## config.mk

```make
export PLATFORM = sky130hd
export DESIGN_NAME = except_ctrl
export DESIGN_NICKNAME = d
export VERILOG_FILES = /design/src/rtl/except_ctrl_pkg.sv /design/src/rtl/except_ctrl_int_sync.sv /design/src/rtl/except_ctrl.sv
export SDC_FILE = /design/constraint.sdc
export NUM_CORES = 1
export LEC_CHECK = 0
export ABC_AREA = 1
export CORE_AREA = 2 2 139 141
export DETAILED_ROUTE_END_ITERATION = 8
export DIE_AREA = 0 0 141 143
export SYNTH_ARGS = -nofsm -noshare
export SYNTH_HDL_FRONTEND = slang
export SYNTH_SLANG_ARGS = --single-unit
```

## constraint.sdc

```tcl
create_clock -name clk -period 2.6 [get_ports clk]
set_input_delay 0.65 -clock clk [delete_from_list [all_inputs] [get_ports clk]]
set_output_delay 0.65 -clock clk [all_outputs]
set_load 0.05 [all_outputs]
```

## src/rtl/except_ctrl_pkg.sv

```systemverilog
// Shared CPU definitions: exception codes, the CP0 exception request record,
// the sequencer state encoding and CP0 status/cause field positions.
package cpu_defs;

  localparam logic [4:0] EXCCODE_INT  = 5'h00;
  localparam logic [4:0] EXCCODE_ADEL = 5'h04;
  localparam logic [4:0] EXCCODE_ADES = 5'h05;
  localparam logic [4:0] EXCCODE_SYS  = 5'h08;
  localparam logic [4:0] EXCCODE_BP   = 5'h09;
  localparam logic [4:0] EXCCODE_RI   = 5'h0A;
  localparam logic [4:0] EXCCODE_OV   = 5'h0C;

  // Bit positions inside the MEM-stage exception flag vector.
  localparam int MEM_EXC_ADEL_IF = 0;
  localparam int MEM_EXC_SYS     = 1;
  localparam int MEM_EXC_BRK     = 2;
  localparam int MEM_EXC_RI      = 3;
  localparam int MEM_EXC_OV      = 4;
  localparam int MEM_EXC_ADES_D  = 5;
  localparam int MEM_EXC_ADEL_D  = 6;
  localparam int MEM_EXC_ERET    = 7;

  localparam int STATUS_IE     = 0;
  localparam int STATUS_EXL    = 1;
  localparam int STATUS_ERL    = 2;
  localparam int STATUS_IM_LSB = 8;
  localparam int STATUS_BEV    = 22;
  localparam int CAUSE_IP_LSB  = 8;

  typedef struct packed {
    logic        flush;
    logic        eret;
    logic [4:0]  code;
    logic [31:0] cur_pc;
    logic        delayslot;
    logic [31:0] extra;
  } ExceptReq_t;

  typedef enum logic [1:0] {
    IDLE,
    FLUSH,
    REDIRECT
  } ExcCtrlState_t;

endpackage

```

## src/rtl/except_ctrl_int_sync.sv

```systemverilog
// N-bit multi-flop synchroniser for asynchronous level inputs; STAGES must be
// at least 2. Bit 0 of the stage array is the flop nearest the input.
module int_sync #(
  parameter int WIDTH  = 6,
  parameter int STAGES = 2
) (
  input  logic             clk,
  input  logic             rst,
  input  logic [WIDTH-1:0] i_async,
  output logic [WIDTH-1:0] o_sync
);

  logic [STAGES-1:0][WIDTH-1:0] r_sync;

  // NOTE: sequential state uses non-blocking assignments so every stage samples
  // the previous value of its neighbour on the same edge.
  always_ff @(posedge clk) begin
    if (rst) r_sync <= '0;
    else     r_sync <= {r_sync[STAGES-2:0], i_async};
  end

  assign o_sync = r_sync[STAGES-1];

endmodule

```

## src/rtl/except_ctrl.sv

```systemverilog
// Exception/interrupt sequencer: prioritises MEM-stage exceptions and pending
// interrupts, issues the one-cycle CP0 request, flushes, then redirects fetch.
module except_ctrl
  import cpu_defs::*;
#(
  parameter int          SYNC_STAGES = 2,
  parameter logic [31:0] VEC_BOOT    = 32'hBFC0_0380,
  parameter logic [31:0] VEC_NORMAL  = 32'h8000_0180
) (
  input  logic        clk,
  input  logic        rst,
  input  logic [5:0]  ext_int,
  input  logic        mem_valid,
  input  logic [31:0] mem_pc,
  input  logic        mem_delayslot,
  input  logic [7:0]  mem_exc,
  input  logic [31:0] mem_badaddr,
  input  logic [31:0] cp0_status,
  input  logic [31:0] cp0_cause,
  input  logic [31:0] cp0_epc,
  input  logic [31:0] cp0_count,
  input  logic [31:0] cp0_compare,
  input  logic        compare_we,
  output logic [5:0]  int_req,
  output ExceptReq_t  except_req,
  output logic        flush_pipe,
  output logic        redirect_valid,
  output logic [31:0] redirect_pc,
  output logic        busy
);

  logic [5:0]    w_sync;
  logic          r_timer_pend;
  ExcCtrlState_t r_state, w_next;
  logic [31:0]   r_target;

  logic [7:0]    w_ip, w_im;
  logic          w_int_take, w_trigger;
  logic          w_eret;
  logic [4:0]    w_code;
  logic [31:0]   w_extra, w_target;

  int_sync #(.WIDTH(6), .STAGES(SYNC_STAGES)) u_int_sync (
    .clk     (clk),
    .rst     (rst),
    .i_async (ext_int),
    .o_sync  (w_sync)
  );

  // A compare write in the same cycle as a match must leave the timer clear.
  always_ff @(posedge clk) begin
    if (rst)                            r_timer_pend <= 1'b0;
    else if (compare_we)                r_timer_pend <= 1'b0;
    else if (cp0_count == cp0_compare)  r_timer_pend <= 1'b1;
  end

  assign int_req = {w_sync[5] | r_timer_pend, w_sync[4:0]};

  assign w_ip       = cp0_cause[CAUSE_IP_LSB +: 8];
  assign w_im       = cp0_status[STATUS_IM_LSB +: 8];
  assign w_int_take = cp0_status[STATUS_IE] & ~cp0_status[STATUS_EXL] &
                      ~cp0_status[STATUS_ERL] & (|(w_ip & w_im)) & mem_valid;
  assign w_trigger  = mem_valid & (w_int_take | (|mem_exc));

  // NOTE: every always_comb output gets a default first, so no path can
  // leave it unassigned and infer a latch.
  always_comb begin
    w_code  = EXCCODE_INT;
    w_extra = '0;
    w_eret  = 1'b0;
    if (w_int_take)                      w_code = EXCCODE_INT;
    else if (mem_exc[MEM_EXC_ADEL_IF]) begin
      w_code  = EXCCODE_ADEL;
      w_extra = mem_pc;
    end
    else if (mem_exc[MEM_EXC_RI])        w_code = EXCCODE_RI;
    else if (mem_exc[MEM_EXC_SYS])       w_code = EXCCODE_SYS;
    else if (mem_exc[MEM_EXC_BRK])       w_code = EXCCODE_BP;
    else if (mem_exc[MEM_EXC_OV])        w_code = EXCCODE_OV;
    else if (mem_exc[MEM_EXC_ADEL_D]) begin
      w_code  = EXCCODE_ADEL;
      w_extra = mem_badaddr;
    end
    else if (mem_exc[MEM_EXC_ADES_D]) begin
      w_code  = EXCCODE_ADES;
      w_extra = mem_badaddr;
    end
    else if (mem_exc[MEM_EXC_ERET])      w_eret = 1'b1;
  end

  assign w_target = w_eret                 ? cp0_epc  :
                    cp0_status[STATUS_BEV] ? VEC_BOOT : VEC_NORMAL;

  always_ff @(posedge clk) begin
    if (rst) begin
      r_state  <= IDLE;
      r_target <= '0;
    end else begin
      r_state <= w_next;
      if (r_state == IDLE && w_trigger) r_target <= w_target;
    end
  end

  always_comb begin
    w_next         = r_state;
    except_req     = '0;
    flush_pipe     = 1'b0;
    redirect_valid = 1'b0;
    redirect_pc    = '0;
    busy           = 1'b0;
    case (r_state)
      IDLE: begin
        if (w_trigger) begin
          except_req = '{flush: 1'b1, eret: w_eret, code: w_code, cur_pc: mem_pc,
                         delayslot: mem_delayslot, extra: w_extra};
          flush_pipe = 1'b1;
          busy       = 1'b1;
          w_next     = FLUSH;
        end
      end
      FLUSH: begin
        flush_pipe = 1'b1;
        busy       = 1'b1;
        w_next     = REDIRECT;
      end
      REDIRECT: begin
        redirect_valid = 1'b1;
        redirect_pc    = r_target;
        busy           = 1'b1;
        w_next         = IDLE;
      end
      default: w_next = IDLE;
    endcase
    // Reset silences the sequencer immediately, so an aborted sequence never redirects.
    if (rst) begin
      except_req     = '0;
      flush_pipe     = 1'b0;
      redirect_valid = 1'b0;
      redirect_pc    = '0;
      busy           = 1'b0;
    end
  end

  logic w_unused_ok;
  assign w_unused_ok = &{1'b0, cp0_status[31:23], cp0_status[21:16], cp0_status[7:3],
                         cp0_cause[31:16], cp0_cause[7:0]};

endmodule

```

## Word level (Yosys, flattened, before mapping)

Index checks and enable logic that the tools add are counted.

- Eq/ne operators: 4
- Multiplexer cells: 41
- Bitwise operators: 10
- Reductions and logical operators: 6

Operators by type and width:

| kind | count |
|---|---|
| $mux W32 | 11 |
| $mux W72 | 3 |
| $eq A32 B32 Y1 | 1 |
| $mux W30 | 1 |
| $mux W4 | 6 |
| $reduce_or A8 Y1 | 2 |
| $mux W1 | 14 |
| $and A8 B8 Y8 | 1 |
| $mux W3 | 2 |
| $and A1 B1 Y1 | 5 |
| $pmux W1 S2 | 2 |
| $pmux W2 S2 | 1 |
| $reduce_or A2 Y1 | 2 |
| $eq A2 B1 Y1 const B | 1 |
| $eq A2 B2 Y1 const B | 1 |
| $logic_not A2 Y1 | 1 |
| $mux W2 | 1 |
| $ne A2 B2 Y1 const B | 1 |
| $not A1 Y1 | 2 |
| $or A1 B1 Y1 | 2 |
| $logic_and A1 B1 Y1 | 1 |

- Register bits after elaboration: 47
- Input port bits: 243
- Output and inout bits: 113
- Word-level logic and storage cells: 66

## Depth between registers and ports, before layout

Gate-level depths: netlist of run 1.

- Depth after elaboration: 12
- Mapped depth: 12
- Mapped depth without buffers: 10

## Modules after synthesis

From an unflattened synthesis of run 1, not the netlist that was laid out.

- Cells, all modules: 626
- Area total of the unflattened synthesis: 3678.5 µm²

By module, submodules not included:

| module | instances | cells an instance | area each (µm²) | seq. area each (µm²) |
|---|---|---|---|---|
| except_ctrl | 1 | 583 | 3291.9 | 700.7 |
| int_sync | 1 | 43 | 386.6 | 240.2 |

## Least setup slack after synthesis of run 1

Ideal clock, no wire load.

- Path kind: in2out
- From: in cp0_cause[13]
- To: out except_req[66] in the netlist's numbering
- Data arrival time: 2.604 ns
- Required time: 1.950 ns
- Setup slack: -0.654 ns
- Stages on the path: 9
- Buffers on the path: 2
- Cells stage by stage: nand2_1 -> nand2_1 -> nor2_1 -> nand2_1 -> nand2_1 -> buf_2 -> buf_2 -> nand2_1 -> nor3b_1

RTL lines:

| element | line | text |
|---|---|---|
| from (decl) | except_ctrl.sv:19 | `input logic [31:0] cp0_cause,` |
| to (decl) | except_ctrl.sv:25 | `output ExceptReq_t except_req,` |

==> results.yml, run 1 <==
outcome:
  status: "finished, violations left"
  violations: "setup timing"
layout:
  layout.nets: 1252
  fin_area_um2: 9470
  multiInputGateArea_um2: 2860
  layoutNonFillerInstCount: 1240
  fill_cells: 1742
  syn2layout_area_growth_pct: 153
  final_core_util_pct: 51.0
  seqCellArea_um2: 941
  drive_gt1_share_pct: 31.4
synth:
  syn-cell-area_um2: 3750
  ys_async_sr_fraction_pct: 0
  ys_warn_count: 0
  ys.flop_type: "dfxtp_1"
  ys_seq_area_share_pct: 25.1
  synth_top_area_cell: "dfxtp_1"
  ys_top_cells_by_count: "nor2_1, nand2_1, inv_1, dfxtp_1, a22oi_1"
  synth.area.top_cells: "dfxtp_1, nor2_1, nand2_1"
  syn-mean-instance-area_um2: 5.59
  synth_most_common_cell: "nor2_1"
  synth_cells: 670
  synth.top_cell.area_share_pct: 25.1
  synth_edf_count: 0
  synth_seq_cells: 47
  syn_nets: 918
  synth_cell_types: 30
setup_path:
  critPathKind: "input pin to output port"
  cp-end-kind: "output port"
  r2r-start: "r_state[0]$_SDFFE_PP0P_"
  reg2reg_depth: 8
  cp_max_fo: 7
  worstSetupStartpoint: "cp0_status[2]"
  r2r_end: "r_target[7]$_SDFFE_PP0N_"
  cp_cell_sequence: "buf_6, nor2_4, and3_4, nand2_4, nand2_4, nand3_4, clkinvlp_4, nand2_8, buf_12, buf_12, nor2_4, buf_12"
  cpPeakStageDelay_ps: 190
  r2r_slack_ps: 780
  cpMostUsedCell: "buf_12"
  critPathRequiredTime_ps: 1950
  cp_slowest_cell: "and3_4"
  worstPathArrival_ps: 2020
  startpoint_type: "input pin"
detailed_routing:
  via_per_inst: 4.06
  drt-pass1-iter-count: 4
  dr_wl_met3_um: 1700
  routedWlPerCell_um: 14.3
  routed.top_layer: "met4"
  drtIter0Drc: 149
  drcViolationCount: 0
  drt-met1-wl_um: 6440
  wl_um: 17700
  dr_total_vias: 5038
  wl_met2_um: 9410
  antenna_left: 0
job:
  drv_cap: 0
placement:
  pre_cts_ws_ps: -610
  finalWeightedCongestion: 0.808
  place_hpwl_um: 14100
  postPlaceCellArea_um2: 8850
  io_buffer_count: 310
  place_inst: 1211
global_route:
  grt.total_usage_pct: 17.4
  grt_max_degree: 57
  overflow: 0
  grt_pass1_vias: 5082
  grt_pass1_wl_um: 27200
  antenna_found_initial: 1
clock_network:
  htree_num_levels: 2
  clock-sinks: 47
  ctsRootBufferMaster: "clkbuf_16"
  clock_latency_ps: 280
  cts_buffers: 5
  cts_buffer_depth: 2
  clk_pin_slew_worst_paths_ps: 60
  hold_buffers: 0
  cts_tree: "yes"
timing:
  rsz0062_at_grt: "true"
  period_minus_slack_ps: 2670
  hold_viol: 0
  setup_tns_ps: -951
  fmax_mhz: 375
  setup_ws_ps: -67.6
  slew_viol_final: 0
  fin_crit_sh_pct: 103
  fin_skew_ps: 2.96
  setup_viol: 32
  slew_headroom_pct: 63.4
  max_slew.worst_pin.slew_ps: 549
  holdWs_ps: 402
power:
  power_mw: 3.36
  power_density_nw_per_um2: 354
  max-vdd-ir-drop_mv: 0.215
  cellLeakagePower_nw: 4.09
min_path:
  min_from: "u_int_sync.r_sync[4]$_SDFF_PP0_"
  hold_path_end: "u_int_sync.o_sync[4]$_SDFF_PP0_"
  holdPathStages: 2
  hold_path_class: "register to register"
die:
  core_um2: 18600
  die_w_um: 141
  design.die.area_um2: 20200
  rows: 50
  die_y_um: 143
  start_util_pct: 20.2
  ioPinCount: 356
worst max-delay path by stage:
stage | cells past startpoint | slack (ps) | endpoint
after floorplan | 6 | -110 | redirect_pc[22]
after global placement | 12 | -620 | except_req[65]
after detailed placement | 12 | -610 | except_req[65]
after CTS | 12 | -100 | except_req[20]
after global routing | 12 | -120 | except_req[29]
final | 12 | -70 | except_req[20]
per-layer routing:
metal / vias up / GRT usage [%]
li1: 2634 / -
met1: 2217 / 18.5
met2: 178 / 32.6
met3: 9 / 6.98
met4: 0 / 3.53
met5: - / 0
state kept, by name, summed over array words and instances, names as in the netlist:
name / count
u_int_sync.r_sync: 6
r_target: 32
u_int_sync.o_sync: 6
r_timer_pend: 1
r_state: 2
power breakdown:
part | switching (mW) | internal (mW) | leakage [nW]
clock network | 0.266 | 0.410 | 0.0772
registers | 0.0279 | 0.810 | 0.388
logic | 0.956 | 0.885 | 3.63
worst max-delay path, delay by kind of cell:
kind                   cells  cell delay (ps)
buffers and inverters      5              650
AND/OR/NAND/NOR            7              720
area by class of cell:
cell class	instances	area share, %
sequential	47	9.93
timing repair buffer	367	50.2
tap	234	3.09
clock buffer	8	1.65
multi-input combinational	461	30.2
inverter	122	4.90
antenna	1	0.0264
layout by cell type (no fill, tap or decap), types with 6 or more instances in the layout:
master | Yosys | routed
dfxtp_1 | 47 | 47
clkdlybuf4s50_1 | 0 | 175
nand2_4 | 1 | 9
nand2_1 | 145 | 130
buf_6 | 4 | 27
nand2_2 | 2 | 8
inv_1 | 120 | 116
buf_12 | 0 | 112
nor2_2 | 1 | 9
buf_2 | 14 | 6
buf_4 | 8 | 39
a22oi_2 | 0 | 8
nand3_1 | 19 | 17
a21oi_1 | 6 | 6
a22oi_1 | 32 | 24
nor2_1 | 205 | 132
nor2_4 | 0 | 65
xnor2_1 | 23 | 23
logic make-up after synthesis:
| logic type | after synthesis | synth area share [%] |
|---|---|---|
| buffers and inverters | 162 | 18.3 |
| other | 1 | 0.100 |
| adders and majority gates | 5 | 1.67 |
| DFF | 47 | 25.1 |
| xor gates and xnor gates | 23 | 5.37 |
| and+or+nand+nor | 389 | 41.5 |
| AOI/OAI and AO/OA | 43 | 7.94 |
timing repair:
action / 4_1_cts / 5_1_grt
hold endpoints to repair: 0 / 0
pin swaps: 32 / 36
setup endpoints to repair: 91 / 67
buffers inserted: 20 / 3
gates resized for setup: 157 / 30
cloned: 3 / 0
Power figures use the tool's default switching activity.
==> run 2, diff against run 1 <==
CAP_MARGIN = 20   (was unset)
==> results of run 2 <==
The final DEF is identical to that of run 1; final timing and power are the same.
